<file path="src/rtl/print_line_pkg.sv">
// rtl/print_line_pkg.sv - shared constants, FSM state type and CRC-8 helper for the print line serialiser
// Contents:
//   PRINT_LINE_SYNC  frame sync byte
//   ser_state_t      serialiser FSM states
//   crc8_update      one byte of CRC-8 (poly 0x07, MSB first, no reflection)
package print_line_pkg;

    localparam logic [7:0] PRINT_LINE_SYNC = 8'hA5;

    typedef enum logic [2:0] {
        IDLE,
        SYNC,
        SEQ,
        DATA,
        CRC
    } ser_state_t;

    function automatic logic [7:0] crc8_update(input logic [7:0] crc, input logic [7:0] data_byte);
        logic [7:0] c;
        c = crc ^ data_byte;
        for (int i = 0; i < 8; i++) begin
            c = c[7] ? ({c[6:0], 1'b0} ^ 8'h07) : {c[6:0], 1'b0};
        end
        return c;
    endfunction

endpackage

</file>
<file path="src/rtl/print_line_fifo.sv">
// rtl/print_line_fifo.sv - line FIFO; head entry is read in place until popped
// Ports:
//   clk, reset   clock, asynchronous active-low reset
//   i_push       write i_data (accepted when not full, or when a pop happens in the same cycle)
//   i_data       entry to store
//   i_pop        release the head entry (ignored when empty)
//   o_head       current head entry
//   o_full       DEPTH entries held
//   o_empty      no entries held
//   o_level      number of entries held
module print_line_fifo
    import print_line_pkg::*;
#(
    parameter int WIDTH = 392,
    parameter int DEPTH = 4
) (
    input  logic                       clk,
    input  logic                       reset,
    input  logic                       i_push,
    input  logic [WIDTH-1:0]           i_data,
    input  logic                       i_pop,
    output logic [WIDTH-1:0]           o_head,
    output logic                       o_full,
    output logic                       o_empty,
    output logic [$clog2(DEPTH):0]     o_level
);

    localparam int PW = $clog2(DEPTH);

    logic [WIDTH-1:0] r_mem [DEPTH];
    logic [PW-1:0]    r_wr_ptr;
    logic [PW-1:0]    r_rd_ptr;
    logic [PW:0]      r_level;
    logic             w_do_push;
    logic             w_do_pop;

    assign o_full    = (r_level == (PW+1)'(DEPTH));
    assign o_empty   = (r_level == '0);
    assign o_level   = r_level;
    assign o_head    = r_mem[r_rd_ptr];
    assign w_do_pop  = i_pop && !o_empty;
    // A full FIFO still takes a push when the head leaves in the same cycle.
    assign w_do_push = i_push && (!o_full || w_do_pop);

    always_ff @(posedge clk or negedge reset) begin
        if (!reset) begin
            r_wr_ptr <= '0;
            r_rd_ptr <= '0;
            r_level  <= '0;
        end else begin
            if (w_do_push) r_wr_ptr <= r_wr_ptr + 1'b1;
            if (w_do_pop)  r_rd_ptr <= r_rd_ptr + 1'b1;
            if (w_do_push && !w_do_pop)      r_level <= r_level + 1'b1;
            else if (!w_do_push && w_do_pop) r_level <= r_level - 1'b1;
        end
    end

    always_ff @(posedge clk) begin
        if (w_do_push) r_mem[r_wr_ptr] <= i_data;
    end

endmodule

</file>
<file path="src/rtl/print_line_serialiser.sv">
// rtl/print_line_serialiser.sv - queues completed print lines and streams them as SYNC/SEQ/DATA[/CRC] byte frames
// Optional feature macro: PRINT_LINE_SERIALISER_CRC_EN (appends CRC-8 over SEQ and data bytes)
// Ports:
//   clk, reset          clock, asynchronous active-low reset
//   i_line_valid        one-cycle pulse, i_line_data holds a completed line
//   i_line_data         dot pattern, bit HEAD_WIDTH-1 is the first dot
//   o_tx_data           stream byte
//   o_tx_valid          o_tx_data valid
//   i_tx_ready          sink accepts byte
//   i_clear_overflow    clears the sticky overflow flag
//   o_overflow          sticky, a line was dropped
//   o_fifo_level        lines queued, including the line in transmission
//   o_busy              frame in progress or lines queued
module print_line_serialiser
    import print_line_pkg::*;
#(
    parameter int HEAD_WIDTH = 384,
    parameter int FIFO_DEPTH = 4
) (
    input  logic                            clk,
    input  logic                            reset,
    input  logic                            i_line_valid,
    input  logic [HEAD_WIDTH-1:0]           i_line_data,
    output logic [7:0]                      o_tx_data,
    output logic                            o_tx_valid,
    input  logic                            i_tx_ready,
    input  logic                            i_clear_overflow,
    output logic                            o_overflow,
    output logic [$clog2(FIFO_DEPTH):0]     o_fifo_level,
    output logic                            o_busy
);

    localparam int NBYTES = HEAD_WIDTH / 8;
    localparam int IDXW   = (NBYTES > 1) ? $clog2(NBYTES) : 1;

    if (HEAD_WIDTH % 8 != 0) begin : g_bad_head_width
        $error("HEAD_WIDTH must be a multiple of 8");
    end
    if (FIFO_DEPTH < 2 || (FIFO_DEPTH & (FIFO_DEPTH - 1)) != 0) begin : g_bad_fifo_depth
        $error("FIFO_DEPTH must be a power of 2 and at least 2");
    end

    ser_state_t             r_state, w_state_n;
    logic [7:0]             r_tx_data, w_tx_data_n;
    logic                   r_tx_valid, w_tx_valid_n;
    logic [IDXW-1:0]        r_idx, w_idx_n, w_idx_sel;
    logic [7:0]             r_seq;
    logic                   r_overflow;
    logic                   w_pop;
    logic                   w_full;
    logic                   w_empty;
    logic                   w_xfer;
    logic                   w_drop;
    logic [HEAD_WIDTH+7:0]  w_head;
    logic [HEAD_WIDTH-1:0]  w_line;
    logic [HEAD_WIDTH-1:0]  w_shifted;
    logic [7:0]             w_next_byte;
`ifdef PRINT_LINE_SERIALISER_CRC_EN
    logic [7:0]             r_crc, w_crc_n, w_crc_upd;
`endif

    print_line_fifo #(
        .WIDTH (HEAD_WIDTH + 8),
        .DEPTH (FIFO_DEPTH)
    ) u_fifo (
        .clk     (clk),
        .reset   (reset),
        .i_push  (i_line_valid),
        .i_data  ({r_seq, i_line_data}),
        .i_pop   (w_pop),
        .o_head  (w_head),
        .o_full  (w_full),
        .o_empty (w_empty),
        .o_level (o_fifo_level)
    );

    assign w_line = w_head[HEAD_WIDTH-1:0];
    assign w_xfer = r_tx_valid && i_tx_ready;
    assign w_drop = i_line_valid && w_full && !w_pop;

    // Byte lookahead: SEQ state loads data byte 0, DATA state loads byte r_idx+1.
    assign w_idx_sel   = (r_state == DATA) ? r_idx + 1'b1 : '0;
    assign w_shifted   = w_line << {w_idx_sel, 3'b000};
    assign w_next_byte = w_shifted[HEAD_WIDTH-1 -: 8];

`ifdef PRINT_LINE_SERIALISER_CRC_EN
    assign w_crc_upd = crc8_update(r_crc, r_tx_data);
`endif

    always_comb begin
        w_state_n    = r_state;
        w_tx_data_n  = r_tx_data;
        w_tx_valid_n = r_tx_valid;
        w_idx_n      = r_idx;
        w_pop        = 1'b0;
`ifdef PRINT_LINE_SERIALISER_CRC_EN
        w_crc_n      = r_crc;
`endif
        case (r_state)
            IDLE: begin
                if (!w_empty) begin
                    w_state_n    = SYNC;
                    w_tx_valid_n = 1'b1;
                    w_tx_data_n  = PRINT_LINE_SYNC;
                end
            end
            SYNC: begin
                if (w_xfer) begin
                    w_state_n   = SEQ;
                    w_tx_data_n = w_head[HEAD_WIDTH+7:HEAD_WIDTH];
                end
            end
            SEQ: begin
                if (w_xfer) begin
                    w_state_n   = DATA;
                    w_idx_n     = '0;
                    w_tx_data_n = w_next_byte;
`ifdef PRINT_LINE_SERIALISER_CRC_EN
                    w_crc_n     = crc8_update(8'h00, r_tx_data);
`endif
                end
            end
            DATA: begin
                if (w_xfer) begin
                    if (r_idx == IDXW'(NBYTES - 1)) begin
`ifdef PRINT_LINE_SERIALISER_CRC_EN
                        w_state_n    = CRC;
                        w_tx_data_n  = w_crc_upd;
`else
                        w_state_n    = IDLE;
                        w_tx_valid_n = 1'b0;
                        w_pop        = 1'b1;
`endif
                    end else begin
                        w_idx_n     = w_idx_sel;
                        w_tx_data_n = w_next_byte;
`ifdef PRINT_LINE_SERIALISER_CRC_EN
                        w_crc_n     = w_crc_upd;
`endif
                    end
                end
            end
`ifdef PRINT_LINE_SERIALISER_CRC_EN
            CRC: begin
                if (w_xfer) begin
                    w_state_n    = IDLE;
                    w_tx_valid_n = 1'b0;
                    w_pop        = 1'b1;
                end
            end
`endif
            default: begin
                w_state_n    = IDLE;
                w_tx_valid_n = 1'b0;
            end
        endcase
    end

    always_ff @(posedge clk or negedge reset) begin
        if (!reset) begin
            r_state    <= IDLE;
            r_tx_data  <= 8'h00;
            r_tx_valid <= 1'b0;
            r_idx      <= '0;
            r_seq      <= 8'h00;
            r_overflow <= 1'b0;
`ifdef PRINT_LINE_SERIALISER_CRC_EN
            r_crc      <= 8'h00;
`endif
        end else begin
            r_state    <= w_state_n;
            r_tx_data  <= w_tx_data_n;
            r_tx_valid <= w_tx_valid_n;
            r_idx      <= w_idx_n;
            // Dropped lines still consume a sequence number so the host sees the gap.
            if (i_line_valid) r_seq <= r_seq + 8'd1;
            if (w_drop)                r_overflow <= 1'b1;
            else if (i_clear_overflow) r_overflow <= 1'b0;
`ifdef PRINT_LINE_SERIALISER_CRC_EN
            r_crc      <= w_crc_n;
`endif
        end
    end

    assign o_tx_data  = r_tx_data;
    assign o_tx_valid = r_tx_valid;
    assign o_overflow = r_overflow;
    assign o_busy     = (r_state != IDLE) || !w_empty;

endmodule

</file>
<file path="config.mk">
export PLATFORM = sky130hd
export DESIGN_NAME = print_line_serialiser
export DESIGN_NICKNAME = d
export VERILOG_FILES = /design/src/rtl/print_line_pkg.sv /design/src/rtl/print_line_fifo.sv /design/src/rtl/print_line_serialiser.sv
export SDC_FILE = /design/constraint.sdc
export NUM_CORES = 1
export LEC_CHECK = 0
export CORE_ASPECT_RATIO = 0.75
export CORE_UTILIZATION = 45
export CTS_CLUSTER_SIZE = 30
export DETAILED_ROUTE_END_ITERATION = 8
export GPL_ROUTABILITY_DRIVEN = 0
export PLACE_DENSITY = 0.71
export SLEW_MARGIN = 15
export SYNTH_ARGS = -nofsm -noshare
export SYNTH_HDL_FRONTEND = slang
export SYNTH_SLANG_ARGS = --single-unit
</file>
<file path="constraint.sdc">
create_clock -name clk -period 14 [get_ports clk]
set_input_delay 2.8 -clock clk [delete_from_list [all_inputs] [get_ports clk]]
set_output_delay 2.8 -clock clk [all_outputs]
set_load 0.005 [all_outputs]
</file>
Word-level counts from Yosys, hierarchy flattened
Memory sizes are Yosys's and may differ from the RTL's.
Index checks and enable logic that the tools add are counted.

storage, ports and cells
  register bits after elaboration = 34
  bits in writable memories = 1,568
  input port bits = 389
  output and inout bits = 14
  logic and storage cells = 85
  memories = 1

memory list
  name          words  width  rd ports  clocked after memory_dff  wr ports  RTL line               RTL
  u_fifo.r_mem  4      392    1         0                         1         print_line_fifo.sv:30  logic [WIDTH-1:0] r_mem [DEPTH];

operators by class
  add/sub/neg operators = 6
  equal/unequal tests = 11
  shifts and indexed selects = 1
  mux-type cells = 30
  bitwise logic cells = 1
  reductions and logical operators = 26

operators with widths
  kind                                           number
  << shifter 384 x 9 -> 384 bit                  1
  2-to-1 mux 8 bit                               5
  one-hot mux 8 bit (4 select lines)             1
  2-to-1 mux 6 bit                               4
  2-to-1 mux 3 bit                               7
  one-hot mux 3 bit (4 select lines)             1
  one-hot mux 6 bit (2 select lines)             1
  2-to-1 mux 1 bit                               10
  != test 2 bit, second input constant           5
  adder 8 x 1 -> 8 bit, second input constant    1
  AND reduction 4 bit                            2
  logical AND 1 bit                              7
  adder 6 x 1 -> 6 bit, second input constant    1
  == test 3 x 2 -> 1 bit, second input constant  2
  == test 6 bit, second input constant           1
  zero test 3 bit                                2
  AND reduction 6 bit                            1
  nonzero test 2 bit                             3
  zero test 1 bit                                5
  AND reduction 5 bit                            1
  adder 2 x 1 -> 2 bit, second input constant    2
  nonzero test 4 bit                             1
  adder 3 x 1 -> 3 bit, second input constant    1
  == test 3 x 1 -> 1 bit, second input constant  1
  8 further kinds                                9

Logic depth before layout (Yosys ltp)
Gate-level depths: netlist of run 1.

  depth in word-level cells = 11
  mapped depth = 14

By module
A second synthesis of run 1 with hierarchy kept.

unflattened totals
  cell total of the unflattened synthesis = 2,553
  area total of the unflattened synthesis = 61,934.4 sq um

modules (own cells, without submodules)
  module                 instances  cells an instance  area each (sq um)  sequential area each (sq um)
  print_line_fifo        1          2,083              57,010.9           47,260.3
  print_line_serialiser  1          470                4,923.5            650.6

Worst setup path after synthesis of run 1
Ideal clock, no wire load.

  path kind = input -> register
  from = input port i_tx_ready
  to = memory u_fifo.r_mem[2][0], enable pin
  library setup time = 0.806 ns
  arrival = 12.325 ns
  required time = 13.194 ns
  slack = 0.869 ns
  cell stages on the path = 5
  buffers on the path = 0
  cells stage by stage = nand2_1 -> nor2b_1 -> nand2_1 -> a31oi_2 -> and2_1

on the way
  cells in the longest elaborated chain, start to end = 8

ends and longest elaborated chain
  element                                 RTL line                      RTL
  start: declaration                      print_line_serialiser.sv:26   input logic i_tx_ready,
  logical AND 1 bit                       print_line_serialiser.sv:78   assign w_xfer = r_tx_valid && i_tx_ready;
  2-to-1 mux 1 bit                        print_line_serialiser.sv:124  if (w_xfer) begin
  2-to-1 mux 1 bit                        print_line_serialiser.sv:99   case (r_state)
  logical AND 1 bit                       print_line_fifo.sv:41         assign w_do_pop = i_pop && !o_empty;
  logical OR 1 bit                        print_line_fifo.sv:43         assign w_do_push = i_push && (!o_full || w_do_pop);
  logical AND 1 bit                       print_line_fifo.sv:43
  named net u_fifo.w_do_push              print_line_fifo.sv:34         logic w_do_push;
  2-to-1 mux 1 bit                        print_line_fifo.sv:59         if (w_do_push) r_mem[r_wr_ptr] <= i_data;
  2-to-1 mux 1 bit (implied by the code)  print_line_fifo.sv:59
  end: declaration                        print_line_fifo.sv:30

The timed path passes the listed nets, and every way through them passes these cells.

Worst setup path in the final report of run 1
  from = input port i_tx_ready
  to = memory u_fifo.r_mem[0][261], enable pin

Same word-level chain as after synthesis.

==> summary.txt, run 1 <==
Setup path
  – Critical R2R Launch: r_idx[0]
  – Critical Path Start: i_tx_ready
  – Reg2reg setup slack: 8330 ps
  – Critical path arrival: 7050 ps
  – Reg2reg path depth: 9
  – Critical path class: primary input to flop
  – Maximum fanout along the worst path: 141
  – Crit end category: flop
  – WP data required: 14,370 ps
  – Crit path launch type: primary input
  – Reg-to-Reg End: u_fifo.r_mem[0][261]

Floorplan
  – Boundary Pins: 403
  – Die X: 431 um
  – Starting Density: 0.456
  – Core area: 136,000 um2
  – Row cnt: 117
  – Die area: 140,000 um2
  – Die height: 324 um

Timing
  – Final slew viol count: 0
  – Final setup vio count: 0
  – Worst Slack Setup Final: 7320 ps
  – Slew at the pin closest to its max-slew limit: 1140 ps
  – Fin crit share: 0.477
  – RSZ-0062 raised after global routing: no
  – Max Clock Freq: 150 MHz
  – Slew HR: 0.238
  – Final worst path period need: 6680 ps
  – Fin Hold WS: 536 ps
  – Clock Skews: 43.9 ps
  – Fin Setup TNS: 0 ps
  – Final hold vios: 0

Route
  – Drt wl/cell: 29.4 um
  – # DRC: 0
  – First-pass DRT Iterations: 5
  – Total Wirelength: 157,000 um
  – 1st-iter DRT viols: 3,234
  – Post-DR vias/cell: 5.85
  – Routed Antenna Nets: 0
  – Via count: 31.3k

Logic synthesis
  – Synth Area per Inst: 21.3 um2
  – Yosys warning total: 0
  – Mapped Nets: 3,316
  – Post-Syn Area: 62,200 um2
  – Post-Synth XOR/XNOR Area: 0.00250
  – Mux cell area share after synthesis: 0.151
  – Compound-gate portion of the synthesized area: 0.0253
  – Synth unique cells: 70
  – Count of state elements after synthesis: 1,601
  – Post-synth EDFFs: 1,568
  – Simple-gate portion of the synthesized area: 0.0299
  – Adder-Cell Fraction of Synth Area: 0.00254
  – Main combinational cell family by area after synthesis: multiplexers
  – Sequential fraction of the synthesis area: 0.771
  – Main synth FF type: edfxtp_1
  – Post-synth ARST share: 0.0206
  – Mapped Cells: 2,915

Pwr
  – LEAKAGE: 22.5 nW
  – PD cells: 178 nW/um2
  – Maximum vdd drop: 0.139 mV
  – Overall Power: 0.0130 W

Clock tree
  – Post-CTS setup buffers: 0
  – TritonCTS buffer count: 154
  – Clock insertion delay at the later pin of the skew report: 790 ps
  – Max Root-Sink Buffers: 3
  – H-tree levels: 4
  – Resized cells post-CTS: 0
  – CTS tree: yes
  – Clock root buffer: clkbuf_16
  – CTS Hold Bufs: 0
  – Clock Sinks: 1,601
  – Clock-pin slew on the worst setup and hold paths: 60 ps

Placed design
  – Dpl ws: 6550 ps
  – IO Port Bufs: 402
  – Post-DP HPWL: 101,000 um

Final layout
  – Commonest non-fill, non-tap cell in the layout: edfxtp_1
  – Layout cells sized above 1: 0.191
  – Nets: 3,773
  – Commonest non-fill, non-tap cells in the layout: edfxtp_1 (1,568), clkdlybuf4s50_1 (401), mux4_2 (354)
  – Core Util, Final: 0.534
  – Area growth, synth to finish: 17.2%

GRT
  – Initial antenna violation count: 52
  – First-pass GRT wire length: 224,000 um
  – Global route overflow: 0
  – Vias in the first global route: 31.1k
  – All-Layer GR Usage: 0.226
  – Largest net degree at the start of global routing: 148

Flow run
  – MaxCap Viol Count: 0

Worst hold path
  – Min-delay src: o_tx_data[3]
  – Worst hold endpoint: o_tx_data[3]
  – Min-delay worst type: flop to flop
  – Hold path cells: 2

Outcome
  – Status: finished clean
metrics by stage:
| stage | instances | cell area, um2 |
|---|---|---|
| after floorplan | 2915 | 62200 |
| after global placement | 5060 | 68000 |
| after detailed placement | 5060 | 68000 |
| after CTS | 5337 | 72800 |
| after global routing | 5344 | 72800 |
| final | 5349 | 72800 |
worst max path at each step:
stage,endpoint,cells past startpoint
final,u_fifo.r_mem[0][261],8
after global routing,u_fifo.r_mem[0][261],8
after CTS,u_fifo.r_mem[0][261],8
after detailed placement,u_fifo.r_mem[0][240],8
after global placement,u_fifo.r_mem[3][73],8
after floorplan,u_fifo.r_mem[2][0],5
registers in the layout (all words and copies together), names as in the netlist:
| name | flops |
|---|---|
| u_fifo.r_mem | 1568 |
| o_tx_data | 8 |
| r_seq | 8 |
| r_idx | 6 |
| u_fifo.o_level | 3 |
| r_state | 2 |
| u_fifo.r_rd_ptr | 2 |
| u_fifo.r_wr_ptr | 2 |
| o_overflow | 1 |
| o_tx_valid | 1 |
cell usage after synthesis (11+ instances only):
cell type / number / share of area
mux2i_1: 111 / 0.018
o22ai_1: 21 / 0.0021
o311ai_1: 12 / 0.0017
buf_2: 51 / 0.0041
clkbuf_1: 15 / 0.00091
nor2_1: 62 / 0.0037
edfxtp_1: 1568 / 0.76
and3_1: 18 / 0.0018
nor3_1: 11 / 0.00089
buf_6: 42 / 0.0076
inv_1: 11 / 0.00066
ha_1: 11 / 0.0022
a31oi_1: 16 / 0.0016
a21oi_1: 47 / 0.0038
nand2_1: 183 / 0.011
mux2_2: 23 / 0.0042
o21ai_0: 30 / 0.0024
mux4_2: 354 / 0.13
nand3_1: 70 / 0.0056
a22oi_1: 17 / 0.0021
dfrtp_1: 33 / 0.013
nand4_1: 19 / 0.0019
a221oi_1: 26 / 0.0037
buf_4: 33 / 0.0040
and2_1: 13 / 0.0013
critical path, stage by stage:
cell and delay (ps):
clkdlybuf4s50_1 660, nand2_1 150, nor2b_1 170, nand2_1 180
a31oi_2 460, and2_4 850, buf_12 720, buf_4 870
cells by family (layout without fill, tap and decap cells):
kind of cell,count (synthesis),in the layout
compound gates,227,227
other cells,0,12
mux,490,490
flops,1601,1601
xor+xnor,16,16
fa+ha+maj,12,12
simple gates,408,408
buf+inv,161,739
power breakdown:
part           switching (W)  internal (W)
combinational        0.00164      0.000741
clock                0.00174       0.00227
sequential          0.000233       0.00634
final cells by class:
type / instances / area (um2)
multi-input combinational: 1153 / 13200
antenna: 12 / 30.0
clock buffer: 196 / 4170
sequential: 1601 / 47900
inverter: 11 / 41.3
clock inverter: 81 / 669
timing repair buffer: 451 / 4510
fill: 10500 / 63600
tap: 1844 / 2310
routing by layer:
layer  GRT usage  vias to the layer above  wire length, um
met1       0.319                    16400            64500
met2       0.351                     1429            74500
met5           0                        -              268
met4      0.0671                       42             3880
li1            -                    13100                -
met3      0.0555                      276            14100
Power figures use the tool's default switching activity.
==> run 2: changes to the inputs <==
--- a/config.mk
+++ b/config.mk
@@ -10,7 +10,7 @@
 export CTS_CLUSTER_SIZE = 30
 export DETAILED_ROUTE_END_ITERATION = 8
 export GPL_ROUTABILITY_DRIVEN = 0
-export PLACE_DENSITY = 0.71
+export PLACE_DENSITY = 0.74
 export SLEW_MARGIN = 15
 export SYNTH_ARGS = -nofsm -noshare
 export SYNTH_HDL_FRONTEND = slang
==> constraint.sdc (replaced) <==
create_clock -name clk -period 5.6 [get_ports clk]
set_input_delay 1.12 -clock clk [delete_from_list [all_inputs] [get_ports clk]]
set_output_delay 1.12 -clock clk [all_outputs]
set_load 0.005 [all_outputs]
==> summary.txt, run 2 (same netlist as run 1, synthesis figures left out) <==
Outcome
  – Status: finished clean

Clock tree
  – Resized cells post-CTS: 0 (unchanged)
  – Clock insertion delay at the later pin of the skew report: 780 ps (about the same)
  – CTS Hold Bufs: 0 (unchanged)
  – Clock root buffer: clkbuf_16
  – Clock Sinks: 1,601 (unchanged)
  – CTS tree: yes
  – Max Root-Sink Buffers: 3 (unchanged)
  – H-tree levels: 4 (unchanged)
  – Post-CTS setup buffers: 0 (unchanged)
  – TritonCTS buffer count: 154 (unchanged)
  – Clock-pin slew on the worst setup and hold paths: 60 ps (about the same)

GRT
  – Initial antenna violation count: 51 (-1.9%)
  – Global route overflow: 0 (unchanged)
  – All-Layer GR Usage: 0.234 (+0.00808)
  – Vias in the first global route: 31.6k (+1.7%)
  – First-pass GRT wire length: 232,000 um (+3.6%)
  – Largest net degree at the start of global routing: 91 (-39%)

Timing
  – Final setup vio count: 0 (unchanged)
  – Slew at the pin closest to its max-slew limit: 1410 ps (+269 ps)
  – Slew HR: 0.0350 (-0.203)
  – Fin Hold WS: 538 ps (+2.32 ps)
  – Fin crit share: 0.760
  – Final hold vios: 0 (unchanged)
  – Final worst path period need: 4250 ps
  – Clock Skews: 24.8 ps (-19.1 ps)
  – Final slew viol count: 0 (unchanged)
  – Max Clock Freq: 235 MHz
  – Fin Setup TNS: 0 ps (unchanged)
  – RSZ-0062 raised after global routing: no

Route
  – Total Wirelength: 163,000 um (+3.9%)
  – First-pass DRT Iterations: 8 (+3)
  – Wl on met1: 64,600 um (about the same)
  – Drt wl/cell: 30.3 um (+3.2%)
  – Routed Antenna Nets: 0 (unchanged)
  – Met2 Routed Length: 77,600 um (+4.2%)
  – Via count: 32.0k (+2.2%)
  – # DRC: 0 (unchanged)
  – Post-DR vias/cell: 5.93 (+1.4%)
  – Routed wl met3: 16,900 um (+20%)
  – 1st-iter DRT viols: 4,365 (+35%)
  – Top Metal Used: met5

Floorplan
  – Die area: 140,000 um2 (unchanged)
  – Die X: 431 um (unchanged)
  – Starting Density: 0.456 (unchanged)
  – Die height: 324 um (unchanged)
  – Row cnt: 117 (unchanged)
  – Boundary Pins: 403 (unchanged)
  – Core area: 136,000 um2 (unchanged)

Pwr
  – PD cells: 446 nW/um2 (+150%)
  – Maximum vdd drop: 0.353 mV (+150%)
  – LEAKAGE: 22.8 nW (+1.1%)
  – Overall Power: 0.0327 W (+150%)

Final layout
  – Core Util, Final: 0.538 (+0.00427)
  – Biggest register: u_fifo.r_mem
  – Max FFs per register: 1,568 (unchanged)
  – Commonest non-fill, non-tap cells in the layout: edfxtp_1 (1,568), clkdlybuf4s50_1 (401), mux4_2 (354)
  – Nets: 3,807 (+0.90%)
  – Design Area, Final: 73,400 um2 (+0.80%)
  – Layout cells sized above 1: 0.198 (+0.00729)
  – Commonest non-fill, non-tap cell in the layout: edfxtp_1
  – Area growth, synth to finish: 18.1%

Placed design
  – Placed cell area: 68,500 um2 (+0.78%)
  – IO Port Bufs: 402 (unchanged)
  – Post-DP HPWL: 109,000 um (+7.6%)

Setup path
  – Critical R2R Launch: r_idx[0]
  – WP data required: 6010 ps (-8360 ps)
  – Critical path class: flop to flop
  – Maximum fanout along the worst path: 63 (-55%)
  – Crit path launch type: flop
  – Reg-to-Reg End: u_fifo.r_mem[3][122]
  – Crit end category: flop
  – Reg2reg setup slack: 1350 ps (-6980 ps)
  – Reg2reg path depth: 8 (-1)
  – Critical path arrival: 4670 ps (-2380 ps)

Worst hold path
  – Min-delay worst type: primary input to asynchronous set/reset pin

Flow run
  – MaxCap Viol Count: 0 (unchanged)
run 2: cell types whose count changed in the layout (fill, tap and decap cells not counted), moves of 4 or more:
cell       previous run  this run
inv_6                 5         9
buf_4                39        51
buf_12               10        31
bufinv_16             9        13
clkinv_2             26        19
diode_2              12        18
clkbuf_16           161       155
run 2: worst max-delay path, cell delays in order (launching register included):
cell and delay, ps:
dfrtp_1 670, ha_1 440, and3_1 350, and3_1 290
nor2b_1 240, nand2_1 200, a31oi_2 440, and2_4 720
buf_12 380
run 2: worst max path at each step:
| stage | depth (start not counted) | slack (ps) | from | endpoint |
|---|---|---|---|---|
| floorplan | 8 | -1450 | r_idx[1] | u_fifo.r_mem[0][0] |
| global placement | 7 | 1380 | i_tx_ready | u_fifo.r_mem[3][122] |
| detailed placement | 7 | 1330 | i_tx_ready | u_fifo.r_mem[3][122] |
| CTS | 8 | 1410 | r_idx[0] | u_fifo.r_mem[3][122] |
| global route | 8 | 1120 | r_idx[0] | u_fifo.r_mem[3][122] |
| finish | 8 | 1350 | r_idx[0] | u_fifo.r_mem[3][122] |
run 2: cell type report:
type,count,area (um2)
Antenna cell,18,45.0
Clock buffer,190,4010
Clock inverter,86,867
Fill cell,10400,63000
Inverter,11,41.3
Multi-Input combinational cell,1153,13200
Sequential cell,1601,47900
Tap cell,1844,2310
Timing Repair Buffer,485,5040
run 2: report_power, final:
group,internal (W),leakage (nW),switching (W)
clock,0.00572,2.36,0.00443
sequential,0.0158,14.8,0.000610
combinational,0.00202,5.64,0.00416
total,0.0235,22.8,0.00920
run 2: layer usage:
| layer | GRT usage | up-vias |
|---|---|---|
| li1 | - | 13200 |
| met1 | 0.326 | 16600 |
| met2 | 0.363 | 1805 |
| met3 | 0.0627 | 285 |
| met4 | 0.0731 | 40 |
| met5 | 0 | - |
run 2: per-stage QoR:
stage          instances  worst slack [ps]
2_1_floorplan       2915             -1450
3_3_place_gp        5093              1380
6_report            5388              1350
3_5_place_dp        5094              1330
5_1_grt             5384              1120
4_1_cts             5370              1410
